==> src/rtl/flop_fifo_if.sv <==
// Push/pop handshake and data bundle between a producer and a flop_fifo.
// The producer uses the master modport; the FIFO uses the slave modport.
interface flop_fifo_if #(
  parameter int unsigned bits = 16
);
  logic [bits-1:0] Din;
  logic [bits-1:0] Dout;
  logic            push;
  logic            pop;
  logic            full;
  logic            pndng;

  modport master (
    output Din, push, pop,
    input  Dout, full, pndng
  );

  modport slave (
    input  Din, push, pop,
    output Dout, full, pndng
  );
endinterface

==> src/rtl/flop_fifo.sv <==
// Single-clock first-word-fall-through FIFO built from a flip-flop array.
// Depth need not be a power of two; pointers wrap explicitly at depth-1.
module flop_fifo #(
  parameter int unsigned depth = 8,
  parameter int unsigned bits  = 16
) (
  input logic         clk,
  input logic         rst,
  flop_fifo_if.slave  bus
);

  localparam int unsigned CW = $clog2(depth + 1);
  localparam int unsigned PW = (depth > 1) ? $clog2(depth) : 1;

  logic [bits-1:0] mem [depth];
  logic [PW-1:0]   wr_ptr;
  logic [PW-1:0]   rd_ptr;
  logic [CW-1:0]   count;

  logic            full_c;
  logic            pndng_c;
  logic            push_ok_c;
  logic            pop_ok_c;
  logic [PW-1:0]   wr_ptr_nxt_c;
  logic [PW-1:0]   rd_ptr_nxt_c;
  logic [CW-1:0]   count_nxt_c;

  // Status derived straight from the occupancy counter.
  assign full_c  = (count == CW'(depth));
  assign pndng_c = (count != '0);

  // A push into a full FIFO is only legal when the head leaves in the same cycle.
  always_comb begin
    pop_ok_c  = 1'b0;
    push_ok_c = 1'b0;
    pop_ok_c  = bus.pop && pndng_c;
    push_ok_c = bus.push && (!full_c || pop_ok_c);
  end

  // Next pointer and counter values with explicit wrap at depth-1.
  always_comb begin
    wr_ptr_nxt_c = wr_ptr;
    rd_ptr_nxt_c = rd_ptr;
    count_nxt_c  = count;

    if (push_ok_c) begin
      wr_ptr_nxt_c = (wr_ptr == PW'(depth - 1)) ? '0 : wr_ptr + PW'(1);
    end
    if (pop_ok_c) begin
      rd_ptr_nxt_c = (rd_ptr == PW'(depth - 1)) ? '0 : rd_ptr + PW'(1);
    end

    unique case ({push_ok_c, pop_ok_c})
      2'b10:   count_nxt_c = count + CW'(1);
      2'b01:   count_nxt_c = count - CW'(1);
      default: count_nxt_c = count;
    endcase
  end

  always_ff @(posedge clk) begin
    if (rst) begin
      wr_ptr <= '0;
      rd_ptr <= '0;
      count  <= '0;
    end else begin
      wr_ptr <= wr_ptr_nxt_c;
      rd_ptr <= rd_ptr_nxt_c;
      count  <= count_nxt_c;
    end
  end

  // Storage array; reset wipes every entry so stale data can never reappear.
  always_ff @(posedge clk) begin
    if (rst) begin
      for (int unsigned i = 0; i < depth; i++) begin
        mem[i] <= '0;
      end
    end else if (push_ok_c) begin
      mem[wr_ptr] <= bus.Din;
    end
  end

  assign bus.full  = full_c;
  assign bus.pndng = pndng_c;
  assign bus.Dout  = pndng_c ? mem[rd_ptr] : '0;

endmodule

==> src/flat_wrapper.sv <==
// flat-port wrapper written by rule: the top's interface ports become plain ports
module flop_fifo_flat 
#(
  parameter int unsigned depth = 8,
  parameter int unsigned bits  = 16
)
  (clk, rst, bus_Din, bus_push, bus_pop, bus_Dout, bus_full, bus_pndng);
  flop_fifo_if #(.bits(bits)) bus_i ();
  input logic clk;
  input logic rst;
  input wire logic [$bits(bus_i.Din)-1:0] bus_Din;
  input wire logic [$bits(bus_i.push)-1:0] bus_push;
  input wire logic [$bits(bus_i.pop)-1:0] bus_pop;
  output wire logic [$bits(bus_i.Dout)-1:0] bus_Dout;
  output wire logic [$bits(bus_i.full)-1:0] bus_full;
  output wire logic [$bits(bus_i.pndng)-1:0] bus_pndng;
  assign bus_i.Din = bus_Din;
  assign bus_i.push = bus_push;
  assign bus_i.pop = bus_pop;
  assign bus_Dout = bus_i.Dout;
  assign bus_full = bus_i.full;
  assign bus_pndng = bus_i.pndng;
  flop_fifo #(.depth(depth), .bits(bits)) u_core (.clk(clk), .rst(rst), .bus(bus_i));
endmodule
==> config.mk <==
export PLATFORM = sky130hd
export DESIGN_NAME = flop_fifo_flat
export DESIGN_NICKNAME = d
export VERILOG_FILES = /design/src/rtl/flop_fifo_if.sv /design/src/rtl/flop_fifo.sv /design/src/flat_wrapper.sv
export SDC_FILE = /design/constraint.sdc
export NUM_CORES = 1
export LEC_CHECK = 0
export BUFFER_PORTS_ARGS = -buffer_cell sky130_fd_sc_hd__clkbuf_2
export CAP_MARGIN = 10
export CELL_PAD_IN_SITES_DETAIL_PLACEMENT = 0
export CELL_PAD_IN_SITES_GLOBAL_PLACEMENT = 1
export CORE_MARGIN = 2
export CORE_UTILIZATION = 25
export DETAILED_ROUTE_END_ITERATION = 8
export GPL_TIMING_DRIVEN = 0
export PLACE_DENSITY_LB_ADDON = 0.1
export SLEW_MARGIN = 20
export SYNTH_ARGS = -nofsm -noshare
export SYNTH_HDL_FRONTEND = slang
export SYNTH_SLANG_ARGS = --single-unit
==> constraint.sdc <==
create_clock -name clk -period 3.4 [get_ports clk]
set_input_delay 0.34 -clock clk [delete_from_list [all_inputs] [get_ports clk]]
set_output_delay 0.34 -clock clk [all_outputs]
set_load 0.02 [all_outputs]
# ---- Yosys cells after proc, flatten, opt, wreduce, memory -nomap -nowiden
# Memory sizes are Yosys's and may differ from the RTL's. A register that Yosys moved wholly into a read port is not among the register bits.
# Cells that the tools add are included.
dict set report word_totals {
  reg_bits 10
  wordCells 34
  n_memories 1
  out_inout_bits 18
  ram_bits 128
  input_bits 20
}
dict set report classes {
  n_mux 14
  eq_ne 5
  reduce_logical 7
  addsub 4
}
# memory depth width read_ports rd_ports_with_merged_regs wr line
set mem_list {}
lappend mem_list {u_core.mem 8 16 1 1 8 flop_fifo.sv:15} ;# logic [bits-1:0] mem [depth];
# op count
set op_table {}
lappend op_table {{2-to-1 mux 16 bit} 2}
lappend op_table {{OR reduction 16 bit} 1}
lappend op_table {{2-to-1 mux 3 bit} 5}
lappend op_table {{case mux 4 bit (2 select lines)} 1}
lappend op_table {{adder 3 x 1 -> 3 bit (second input constant)} 2}
lappend op_table {{== test 3 bit (second input constant)} 2}
lappend op_table {{2-to-1 mux 1 bit} 6}
lappend op_table {{adder 4 x 1 -> 4 bit (second input constant)} 1}
lappend op_table {{== test 4 bit (second input constant)} 1}
lappend op_table {{nonzero test 4 bit} 1}
lappend op_table {{subtractor 4 x 1 -> 4 bit (second input constant)} 1}
lappend op_table {{== test 2 x 1 -> 1 bit (second input constant)} 1}
lappend op_table {{== test 2 bit (second input constant)} 1}
lappend op_table {{logical AND 1 bit} 2}
lappend op_table {{nonzero test 2 bit} 1}
lappend op_table {{logical NOT 1 bit} 1}
lappend op_table {{logical OR 1 bit} 1}

# ---- Logic depth before layout (Yosys ltp)
dict set report depth {
  word_depth 9
  depth_mapped 11
  ltp_nobuf 11
}

# ---- Least setup slack after synthesis
# OpenSTA, ideal clock, no wires.
dict set report synth_path {
  path_type {register to register}
  start {register u_core.count[0]}
  end {register u_core.count[3]}
  required_ns 3.329
  stages_incl_launch_ff 11
  synth_period_minus_slack_ns 2.757
  setup_ns 0.071
  n_path_buf 0
  slack_ns 0.643
  arrival_time_ns 2.687
  path_cell_list {dfxtp_1 nor4_2 inv_1 nand2_1 inv_1 ha_1 ha_1 a21oi_1 a21oi_1 or4_1 a21oi_1}
}
dict set report synth_between {
  elab_chain_cells 6
  word_cells_on_any_way 12
  cone_classes {2 x add/sub; 3 x eq/ne; 1 x mux; 6 x reduce/logical}
}
# item line
set synth_lines {}
lappend synth_lines {{from (decl)} flop_fifo.sv:18} ;# logic [CW-1:0] count;
lappend synth_lines {{from (signal assigned)} flop_fifo.sv:68} ;# count <= count_nxt_c;
lappend synth_lines {{nonzero test 4 bit *} flop_fifo.sv:30} ;# assign pndng_c = (count != '0);
lappend synth_lines {{net bus_pndng} flat_wrapper.sv:16} ;# output wire logic [$bits(bus_i.pndng)-1:0] bus_pndng;
lappend synth_lines {{logical AND 1 bit *} flop_fifo.sv:36} ;# pop_ok_c = bus.pop && pndng_c;
lappend synth_lines {{net u_core.pop_ok_c} flop_fifo.sv:23} ;# logic pop_ok_c;
lappend synth_lines {{logical OR 1 bit} flop_fifo.sv:37} ;# push_ok_c = bus.push && (!full_c || pop_ok_c);
lappend synth_lines {{logical AND 1 bit} flop_fifo.sv:37}
lappend synth_lines {{== test 2 x 1 -> 1 bit or == test 2 bit (tied branches)} flop_fifo.sv:53} ;# unique case ({push_ok_c, pop_ok_c})
lappend synth_lines {{case mux 4 bit (2 select lines) or nonzero test 2 bit (tied branches)} -}
# The timed path passes the listed nets; every way through them passes the cells marked *.
# A chain may end at the register's enable or synchronous reset.

==> results.cfg <==
[grt]
busiest_layer = met2
grt_max_degree = 17
grt_pass1_wl_um = 26270
grt_pass1_vias = 4059
grt_antenna_before_repair = 0
grtUsageTotal = 0.1401
use_met3 = 0.03149
grt_use_met1 = 0.1873
overflow = 0
met2_usage = 0.2305

[clocking]
cts_tree = built
htree_levels = 4
clk_pin_slew_worst_paths_ns = 0.06
clk_root_buffer_cell = clkbuf_16
insertion_delay_ns = 0.42
cts_made_buffers = 17
cts_hold_buf = 0
cts_sinks = 141
cts.path.max_buffers = 2

[place]
place_inst = 834
placed_area_um2 = 6965
dpl.hpwl_um = 12270
io_buffer_count = 37
place_congestion = 0.7319

[finish]
final_common_cell = nor2_1
layout_common_cells = 151 x nor2_1, 128 x edfxtp_1, 37 x clkbuf_2
fin_nets = 551
n_antenna_cell = 0
layoutNonFillerInstCount = 866
fin_area_um2 = 7530
post-route-util = 0.2999
synthToLayoutAreaGrowth_pct = 18.26
drive_above_1_share = 0.2313

[sta]
finalMaxSlewViolations = 0
slew_headroom = 0.3271
tns_ns = 0
grt_setup_unrepaired = false
holdWs_ns = 0.2714
hold_violations = 0
finClkSkew_ns = 0.007223
fmax_mhz = 332.5
report.final.setup_viol = 0
timing.final.crit_share = 0.8845
tightest_slew_ns = 1.009
fin_crit_ns = 3.007

[worst_setup_path]
r2r-start = u_core.count[0]$_SDFFE_PP0P_
path_class = reg2out
critPathMaxFanout = 10
r2r_end = u_core.count[3]$_SDFFE_PP0P_
cp.arrival_ns = 2.67
critPathLaunchType = register
r2r_cells = 10
r2r_slack_ns = 0.40
crit_end = bus_Dout[4]
end_kind = output port
critical_path_required_ns = 3.06

[detailed_routing]
avgRoutedWirePerCell_um = 20.53
antenna_left = 0
wl_um = 17780
drt-initial-drc-count = 194
drc = 0
vias = 3800
via_per_inst = 4.388
drtPass1Iterations = 4

[power]
p_comb_frac = 0.242
p_clk_frac = 0.348
max-vdd-ir-drop_mv = 0.3092
seq_power_share = 0.410
swShare = 0.3089
power_leakage_nw = 2.598
internal-power_w = 0.003491
switchingPower_w = 0.001560
power_density_nw_per_um2 = 670.9

[min_path]
hold_class = in2reg

[die]
die_y_um = 163.6
rows = 58
core_area_um2 = 25110
dieArea_um2 = 26760
ios = 38
die_w_um = 163.6
start_util = 0.2536

[outcome]
run_status = completed

[synth]
ys_seq_elements = 141
synth_nets = 495
synth_cells = 467
synth_area_per_cell_um2 = 13.63
synth_area_um2 = 6367
synth_warnings = 0
yosysSeqAreaShare = 0.6445
yosysUniqueCellTypes = 36

[flow_run]
maxCapViolations = 0
-- power by group through the flow --
stage / registers [W] / clock network, W / logic, W
6_report: 0.00207 / 0.00176 / 0.00122
5_1_grt: 0.00209 / 0.00186 / 0.00134
4_1_cts: 0.00207 / 0.00179 / 0.00126
3_5_place_dp: 0.00210 / 0 / 0.00126
3_3_place_gp: 0.00210 / 0 / 0.00126
2_1_floorplan: 0.00208 / 0 / 0.000837
-- flip-flops by register name, summed over array words and instances, names as in the netlist, named ones only --
register / cells
u_core.count: 4
u_core.rd_ptr: 3
u_core.mem: 128
u_core.wr_ptr: 3
-- cell usage after synthesis --
cell,number,area [µm²]
a31o_2,3,26.28
or4b_4,1,13.76
and4_1,1,8.760
and3_1,1,6.260
or3_1,2,12.51
fa_1,1,20.02
mux4_2,32,720.7
clkbuf_1,14,52.55
a21oi_1,10,50.05
o21a_4,1,15.01
buf_2,6,30.03
or4b_1,1,10.01
nand4b_2,1,15.01
xor2_1,2,17.52
nand3_1,3,15.01
nand2_1,23,86.33
buf_6,2,22.52
inv_1,6,22.52
mux2i_1,17,170.2
buf_1,2,7.510
o31ai_1,1,7.510
nand3b_1,1,7.510
buf_4,5,37.54
nor4_2,1,12.51
nand4b_1,1,8.760
nor2b_1,3,18.77
dfxtp_1,13,260.3
a41o_1,1,10.01
nand3b_2,1,11.26
edfxtp_1,128,3844
nand2_4,3,33.78
inv_4,1,6.260
nand2b_1,20,125.1
nor2_1,151,566.8
ha_1,7,87.58
or4_1,1,7.510
-- what timing repair did --
item / CTS / global route
endpoints found under the setup margin: 0 / 1
buffers inserted: 0 / 0
resized for setup: 0 / 1
endpoints found under the hold margin: 0 / 0
-- final cells by class --
class	instances	area, µm²
buffer	29	150.1
clock buffer	20	436.7
clock inverter	12	116.4
fill	2623	17580
inverter	7	28.78
multi-input combinational	290	2096
sequential	141	4104
tap	330	412.9
timing repair buffer	37	185.2
-- metrics by stage --
step	worst slack, ns	power (W)
floorplan	0.6429	0.002919
global placement	0.1615	0.003356
detailed placement	0.1188	0.003360
CTS	0.07713	0.005120
global route	0.2046	0.005280
finish	0.3926	0.005051
-- how the worst min path moves through the flow --
stage,startpoint,end,slack [ns],cells past startpoint
2_1_floorplan,u_core.rd_ptr[1]$_SDFFE_PP0P_,register,0.45,2
3_3_place_gp,u_core.rd_ptr[1]$_SDFFE_PP0P_,u_core.rd_ptr[1]$_SDFFE_PP0P_,0.49,2
3_5_place_dp,u_core.rd_ptr[0]$_SDFFE_PP0P_,u_core.rd_ptr[0]$_SDFFE_PP0P_,0.49,2
4_1_cts,bus_pop,u_core.rd_ptr[1]$_SDFFE_PP0P_,0.25,3
5_1_grt,bus_pop,register,0.29,3
6_report,bus_pop,u_core.rd_ptr[1]$_SDFFE_PP0P_,0.27,3
-- layer usage --
layer  share of wire  up-vias
met5               0        -
met4           0.010        0
met3           0.040       11
met2            0.48       85
met1            0.47     1905
li1                -     1799
-- worst max-delay path, cell delays in order, from the launching register on --
cell,delay [ns]
dfxtp_1,0.30
clkbuf_1,0.32
buf_2,0.45
mux4_2,0.60
mux2i_1,0.31
nor2_1,0.08
clkbuf_2,0.19
-- cell families after synthesis --
| group | share of synthesized area |
|---|---|
| AND/OR/NAND/NOR | 0.1507 |
| buffers and inverters | 0.02810 |
| adder cells (fa/ha/maj) | 0.01690 |
| XOR/XNOR | 0.002752 |
| AO/OA/AOI/OAI | 0.01710 |
| flip-flops | 0.6445 |
| multiplexers | 0.1399 |
No activity file was read; power rests on OpenSTA's default activity.
